--- src/rtl/prbs_checker_16.sv ---
// prbs_checker_16 -- receive-side PRBS checker for the 16-bit word link.
//
// Self-seeds a 32-bit LFSR from two received words. It then predicts every
// following word from its own LFSR, counts bit errors and tracks lock.
// The LFSR state s has s[0] as the newest bit. Each step computes
// b = ^(s & eqn) and sets s = {s[30:0], b}. The first predicted bit of a word
// lines up with din[15].
//
// Ports:
//   clk, rst         word clock; synchronous active-high reset
//   en               checker enable (0 -> IDLE, counters hold)
//   clr_cnt          synchronous clear of err_cnt / bit_cnt (wins over counting)
//   eqn[31:0]        LFSR tap mask
//   din[15:0]        received word, din[15] earliest; din_valid qualifies it
//   locked           high while in LOCKED
//   err_word         one-cycle pulse: last checked word had >=1 bit error
//   err_bits[4:0]    bit errors in last checked word (held between words)
//   err_cnt[31:0]    saturating accumulated bit errors (LOCKED only)
//   bit_cnt[47:0]    saturating accumulated checked bits (LOCKED only)
//   state[1:0]       0=IDLE 1=SEED 2=CHECK 3=LOCKED
//   inv_det          polarity flag, present only with PRBS_CHK_POLARITY_EN
//
// Optional build macro: PRBS_CHK_POLARITY_EN. It adds inverted-stream
// detection and the inv_det output.
module prbs_checker_16 #(
  parameter int LOCK_WORDS = 16,
  parameter int LOSS_BITS  = 8,
  parameter int LOSS_WORDS = 4
) (
  input  logic        clk,
  input  logic        rst,
  input  logic        en,
  input  logic        clr_cnt,
  input  logic [31:0] eqn,
  input  logic [15:0] din,
  input  logic        din_valid,
  output logic        locked,
  output logic        err_word,
  output logic [4:0]  err_bits,
  output logic [31:0] err_cnt,
  output logic [47:0] bit_cnt,
`ifdef PRBS_CHK_POLARITY_EN
  output logic        inv_det,
`endif
  output logic [1:0]  state
);

  localparam int GW = $clog2(LOCK_WORDS + 1);
  localparam int BW = $clog2(LOSS_WORDS + 1);

  typedef enum logic [1:0] {IDLE = 2'd0, SEED = 2'd1, CHECK = 2'd2, LOCKED = 2'd3} state_e;

  state_e        state_q, state_d;
  logic [31:0]   s_q, s_d;
  logic          seed_cnt_q, seed_cnt_d;   // valid seed words taken (0 or 1)
  logic [GW-1:0] good_cnt_q, good_cnt_d;   // consecutive clean words in CHECK
  logic [1:0]    errw_cnt_q, errw_cnt_d;   // errored words seen in this CHECK pass
  logic [BW-1:0] bad_cnt_q, bad_cnt_d;     // consecutive bad words in LOCKED
  logic          locked_q, locked_d;
  logic          err_word_q, err_word_d;
  logic [4:0]    err_bits_q, err_bits_d;
  logic [31:0]   err_cnt_q, err_cnt_d;
  logic [47:0]   bit_cnt_q, bit_cnt_d;

  logic [15:0]   din_eff;
  logic [15:0]   pred;
  logic [31:0]   s_adv;
  logic [15:0]   diff;
  logic [4:0]    nerr;
  logic [32:0]   ec_sum;
  logic [48:0]   bc_sum;

`ifdef PRBS_CHK_POLARITY_EN
  logic          pol_q, pol_d;
  logic [GW-1:0] inv_cnt_q, inv_cnt_d;     // all-error words seen in CHECK
  // The inversion is applied before seeding as well as before comparison.
  // A re-seed then builds the LFSR from the true-polarity stream.
  assign din_eff = din ^ {16{pol_q}};
  assign inv_det = pol_q;
`else
  assign din_eff = din;
`endif

  // Run the LFSR 16 steps ahead on predicted bits only. A received bit error
  // therefore never enters the state.
  always_comb begin
    s_adv = s_q;
    pred  = '0;
    for (int i = 15; i >= 0; i--) begin
      pred[i] = ^(s_adv & eqn);
      s_adv   = {s_adv[30:0], pred[i]};
    end
  end

  assign diff = pred ^ din_eff;

  always_comb begin
    nerr = '0;
    for (int i = 0; i < 16; i++) nerr = nerr + 5'(diff[i]);
  end

  // The carry out of the widened sum selects saturation at all-ones.
  assign ec_sum = {1'b0, err_cnt_q} + 33'(nerr);
  assign bc_sum = {1'b0, bit_cnt_q} + 49'd16;

  always_comb begin
    state_d    = state_q;
    s_d        = s_q;
    seed_cnt_d = seed_cnt_q;
    good_cnt_d = good_cnt_q;
    errw_cnt_d = errw_cnt_q;
    bad_cnt_d  = bad_cnt_q;
    locked_d   = locked_q;
    err_word_d = 1'b0;
    err_bits_d = err_bits_q;
    err_cnt_d  = err_cnt_q;
    bit_cnt_d  = bit_cnt_q;
`ifdef PRBS_CHK_POLARITY_EN
    pol_d      = pol_q;
    inv_cnt_d  = inv_cnt_q;
`endif

    if (!en) begin
      state_d  = IDLE;
      locked_d = 1'b0;
    end else begin
      unique case (state_q)
        IDLE: begin
          state_d    = SEED;
          seed_cnt_d = 1'b0;
        end
        SEED: if (din_valid) begin
          s_d = {s_q[15:0], din_eff};
          if (seed_cnt_q) begin
            state_d    = CHECK;
            good_cnt_d = '0;
            errw_cnt_d = '0;
          end else begin
            seed_cnt_d = 1'b1;
          end
        end
        CHECK: if (din_valid) begin
          s_d        = s_adv;
          err_word_d = (nerr != 5'd0);
          err_bits_d = nerr;
          if (nerr == 5'd0) begin
            if (good_cnt_q == GW'(LOCK_WORDS - 1)) begin
              state_d   = LOCKED;
              locked_d  = 1'b1;
              bad_cnt_d = '0;
            end else begin
              good_cnt_d = good_cnt_q + 1'b1;
            end
          end else begin
            good_cnt_d = '0;
            if (errw_cnt_q == 2'd2) begin
              state_d    = SEED;
              seed_cnt_d = 1'b0;
            end else begin
              errw_cnt_d = errw_cnt_q + 1'b1;
            end
          end
`ifdef PRBS_CHK_POLARITY_EN
          // This counter persists across SEED/CHECK passes. An inverted stream
          // re-seeds every few words, so the all-error words accumulate.
          if (nerr == 5'd16) begin
            if (inv_cnt_q == GW'(LOCK_WORDS - 1)) begin
              inv_cnt_d  = '0;
              pol_d      = ~pol_q;
              state_d    = SEED;
              seed_cnt_d = 1'b0;
            end else begin
              inv_cnt_d = inv_cnt_q + 1'b1;
            end
          end else begin
            inv_cnt_d = '0;
          end
`endif
        end
        LOCKED: if (din_valid) begin
          s_d        = s_adv;
          err_word_d = (nerr != 5'd0);
          err_bits_d = nerr;
          err_cnt_d  = ec_sum[32] ? '1 : ec_sum[31:0];
          bit_cnt_d  = bc_sum[48] ? '1 : bc_sum[47:0];
          if (nerr >= 5'(LOSS_BITS)) begin
            if (bad_cnt_q == BW'(LOSS_WORDS - 1)) begin
              state_d    = SEED;
              locked_d   = 1'b0;
              seed_cnt_d = 1'b0;
              bad_cnt_d  = '0;
            end else begin
              bad_cnt_d = bad_cnt_q + 1'b1;
            end
          end else begin
            bad_cnt_d = '0;
          end
        end
        default: state_d = IDLE;
      endcase
    end

    if (clr_cnt) begin
      err_cnt_d = '0;
      bit_cnt_d = '0;
    end
  end

  always_ff @(posedge clk) begin
    if (rst) begin
      state_q    <= IDLE;
      s_q        <= '0;
      seed_cnt_q <= 1'b0;
      good_cnt_q <= '0;
      errw_cnt_q <= '0;
      bad_cnt_q  <= '0;
      locked_q   <= 1'b0;
      err_word_q <= 1'b0;
      err_bits_q <= '0;
      err_cnt_q  <= '0;
      bit_cnt_q  <= '0;
`ifdef PRBS_CHK_POLARITY_EN
      pol_q      <= 1'b0;
      inv_cnt_q  <= '0;
`endif
    end else begin
      state_q    <= state_d;
      s_q        <= s_d;
      seed_cnt_q <= seed_cnt_d;
      good_cnt_q <= good_cnt_d;
      errw_cnt_q <= errw_cnt_d;
      bad_cnt_q  <= bad_cnt_d;
      locked_q   <= locked_d;
      err_word_q <= err_word_d;
      err_bits_q <= err_bits_d;
      err_cnt_q  <= err_cnt_d;
      bit_cnt_q  <= bit_cnt_d;
`ifdef PRBS_CHK_POLARITY_EN
      pol_q      <= pol_d;
      inv_cnt_q  <= inv_cnt_d;
`endif
    end
  end

  assign state    = state_q;
  assign locked   = locked_q;
  assign err_word = err_word_q;
  assign err_bits = err_bits_q;
  assign err_cnt  = err_cnt_q;
  assign bit_cnt  = bit_cnt_q;

endmodule

--- config.mk ---
export PLATFORM = sky130hd
export DESIGN_NAME = prbs_checker_16
export DESIGN_NICKNAME = d
export VERILOG_FILES = /design/src/rtl/prbs_checker_16.sv
export SDC_FILE = /design/constraint.sdc
export NUM_CORES = 1
export LEC_CHECK = 0
export ABC_AREA = 0
export CELL_PAD_IN_SITES_DETAIL_PLACEMENT = 2
export CELL_PAD_IN_SITES_GLOBAL_PLACEMENT = 2
export CORE_UTILIZATION = 34
export DETAILED_ROUTE_END_ITERATION = 8
export PLACE_DENSITY_LB_ADDON = 0.1
export SYNTH_ARGS = -nofsm -noshare
export SYNTH_HDL_FRONTEND = slang
export SYNTH_SLANG_ARGS = --single-unit
--- constraint.sdc ---
create_clock -name clk -period 18 [get_ports clk]
set_input_delay 1.8 -clock clk [delete_from_list [all_inputs] [get_ports clk]]
set_output_delay 1.8 -clock clk [all_outputs]
set_load 0.01 [all_outputs]
==> results by group <==
Synth
  – Main flop type after synthesis: dfxtp_1
  – Dominant cell type by area after synthesis: xnor2_1
  – EDFF count, synth: 0
  – Seq cells post-synth: 129
  – Cells after Synth: 2075
  – Syn avg cell area: 7.05 um2
  – Synth area leaders: xnor2_1 24%, dfxtp_1 18%, nand2_1 15%
  – Count of different cell masters after synthesis: 76
  – Synthesized area: 14600 um2
  – Yosys warns: 0
  – Syn_nets: 2158
  – Async set-reset flop share out of synthesis: 0
  – Register area share after synthesis: 0.177
  – Synth top area share: 0.242

Timing
  – Relative slew margins: 0.292
  – Fin crit share: 0.913
  – Clock Skews: 8.47 ps
  – Max-slew violations: 0
  – Fin Setup TNS: 0 ps
  – Final hold violation count: 0
  – Final Hold Slack: 465 ps
  – Final Critical Period: 16440 ps
  – Worst slew pin tran: 1060 ps
  – Unrepaired setup endpoints after global routing: false
  – Endpoints failing setup: 0
  – Fmax: 60.8 MHz

Clock tree
  – Clk pin slew, worst setup/hold paths: 60 ps
  – Root buf cell: clkbuf_16
  – Num CTS Buffers: 17
  – Cts repair resizes: 0
  – Cts hold-fix bufs: 0
  – Worst skew pair latency: 420 ps
  – Post-CTS Setup Inserts: 0
  – H-tree depth: 4
  – Max Root-Sink Buffers: 2
  – CTS tree: built
  – CTS Sinks: 129

Critical path
  – Slowest stage delay, CP: 810 ps
  – Crit Path Category: in2reg
  – Slowest CP cell: clkdlybuf4s50_1
  – Worst path required time: 18260 ps
  – Startpoint Class: primary input
  – Worst Path Max Fanout: 13
  – Worst setup EP type: flop
  – Cell repeated most along the worst path: xnor2_1
  – Arr. time, crit path: 16690 ps

Placed design
  – Port buffer count: 141
  – Post-DP HPWL: 44.2 mm
  – Global placement routability congestion: 0.854
  – Placed cells: 2642

Hold path
  – Hold WC Path Type: reg2reg

Final layout
  – Commonest non-fill, non-tap cells in the layout: 580 x nand2_1, 404 x xnor2_1, 139 x clkdlybuf4s50_1, 134 x xor2_1, 133 x a21oi_1
  – Share of layout cells above drive strength 1: 0.0619
  – Fin cells: 2673
  – Commonest non-fill, non-tap cell in the layout: nand2_1
  – Nets: 2205
  – Diode count: 0
  – Utilization after layout: 0.403
  – Area added between synthesis and finish: 16.5%

Global routing
  – Total global-route track usage: 0.286
  – Initial antenna violation count: 0
  – Total grt overflow: 0
  – First-pass GRT wire length: 96.6 mm
  – Vias in the first global route: 16100
  – Pin count of the biggest net entering global routing: 56

Route
  – Iteration-0 DRC Markers: 729
  – Final WL: 62.8 mm
  – ANT nets after route: 0
  – Drt pass-1 iters: 5
  – Post-DR vias/cell: 5.55
  – WL/cell: 23.5 um
  – Vias post-DR: 14800
  – Drc violations: 0

Floorplan
  – Core area: 42200 um2
  – Site row count: 75
  – Die area: 43900 um2
  – Initial cell density of the core: 0.346
  – Die H: 209 um
  – # IOs: 142
  – Die span in x: 209 um

Job
  – Total of max-cap violations: 0

Run status
  – Status: finished clean
## worst max-delay path: cells and delay by family
kind / cells / cell delay (ps)
compound gates: 10 / 1980
xor+xnor: 16 / 4980
fa+ha+maj: 7 / 3120
buf+inv: 2 / 860
mux: 1 / 170
simple gates: 13 / 3740
## sequential cells by signal, indices dropped and copies added (netlist names), 2 cells and up
register / flops
s_q: 32
err_cnt: 32
bad_cnt_q: 3
bit_cnt: 45
errw_cnt_q: 2
good_cnt_q: 5
err_bits: 5
state: 2
## cells by family after synthesis
logic type,share of synthesized area
buf+inv,0.0595
compound gates,0.135
fa+ha+maj,0.0313
simple gates,0.245
xor+xnor,0.347
flops,0.177
mux,0.00633
## final cells by class
class,count,area [um2]
Fill cell,4964,25200
Clock inverter,10,133
Sequential cell,129,2580
Timing Repair Buffer,203,1870
Tap cell,539,674
Clock buffer,21,480
Multi-Input combinational cell,1742,11200
Inverter,29,109
## per-layer routing
layer / wire, um / GRT usage / up-vias
met5: 0 / 0 / -
met4: 1650 / 0.0923 / 0
met3: 2890 / 0.0349 / 87
met2: 30700 / 0.502 / 380
met1: 27600 / 0.363 / 7544
li1: - / - / 6831
## cell usage after synthesis, types with 22 or more instances
library cell	instances
nand2_1	580
xnor2_1	404
xor2_1	134
a21oi_1	133
dfxtp_1	129
clkbuf_1	107
nor2_1	85
nand3_1	54
buf_2	53
o21ai_0	41
inv_1	28
a32oi_1	22
## per-stage QoR
stage	instance area (um2)	worst slack, ps
final	17000	1560
after global routing	17000	459
after CTS	17000	1600
after detailed placement	16400	1270
after global placement	16400	1800
after floorplan	14600	4780
## final timing paths
path,start,end,slack [ps],depth (start not counted)
max,eqn[19],err_cnt[27]$_SDFFE_PP0P_,1560,49
min,err_bits[3]$_SDFFE_PP0P_,err_bits[3]$_SDFFE_PP0P_,460,2
max reg2reg,s_q[19]$_SDFFE_PP0P_,err_cnt[27]$_SDFFE_PP0P_,2830,49
min reg2reg,err_bits[3]$_SDFFE_PP0P_,err_bits[3]$_SDFFE_PP0P_,460,2
Power is not shown: default switching activity piles up to over one toggle a cycle in this logic, so the estimate is an artifact.
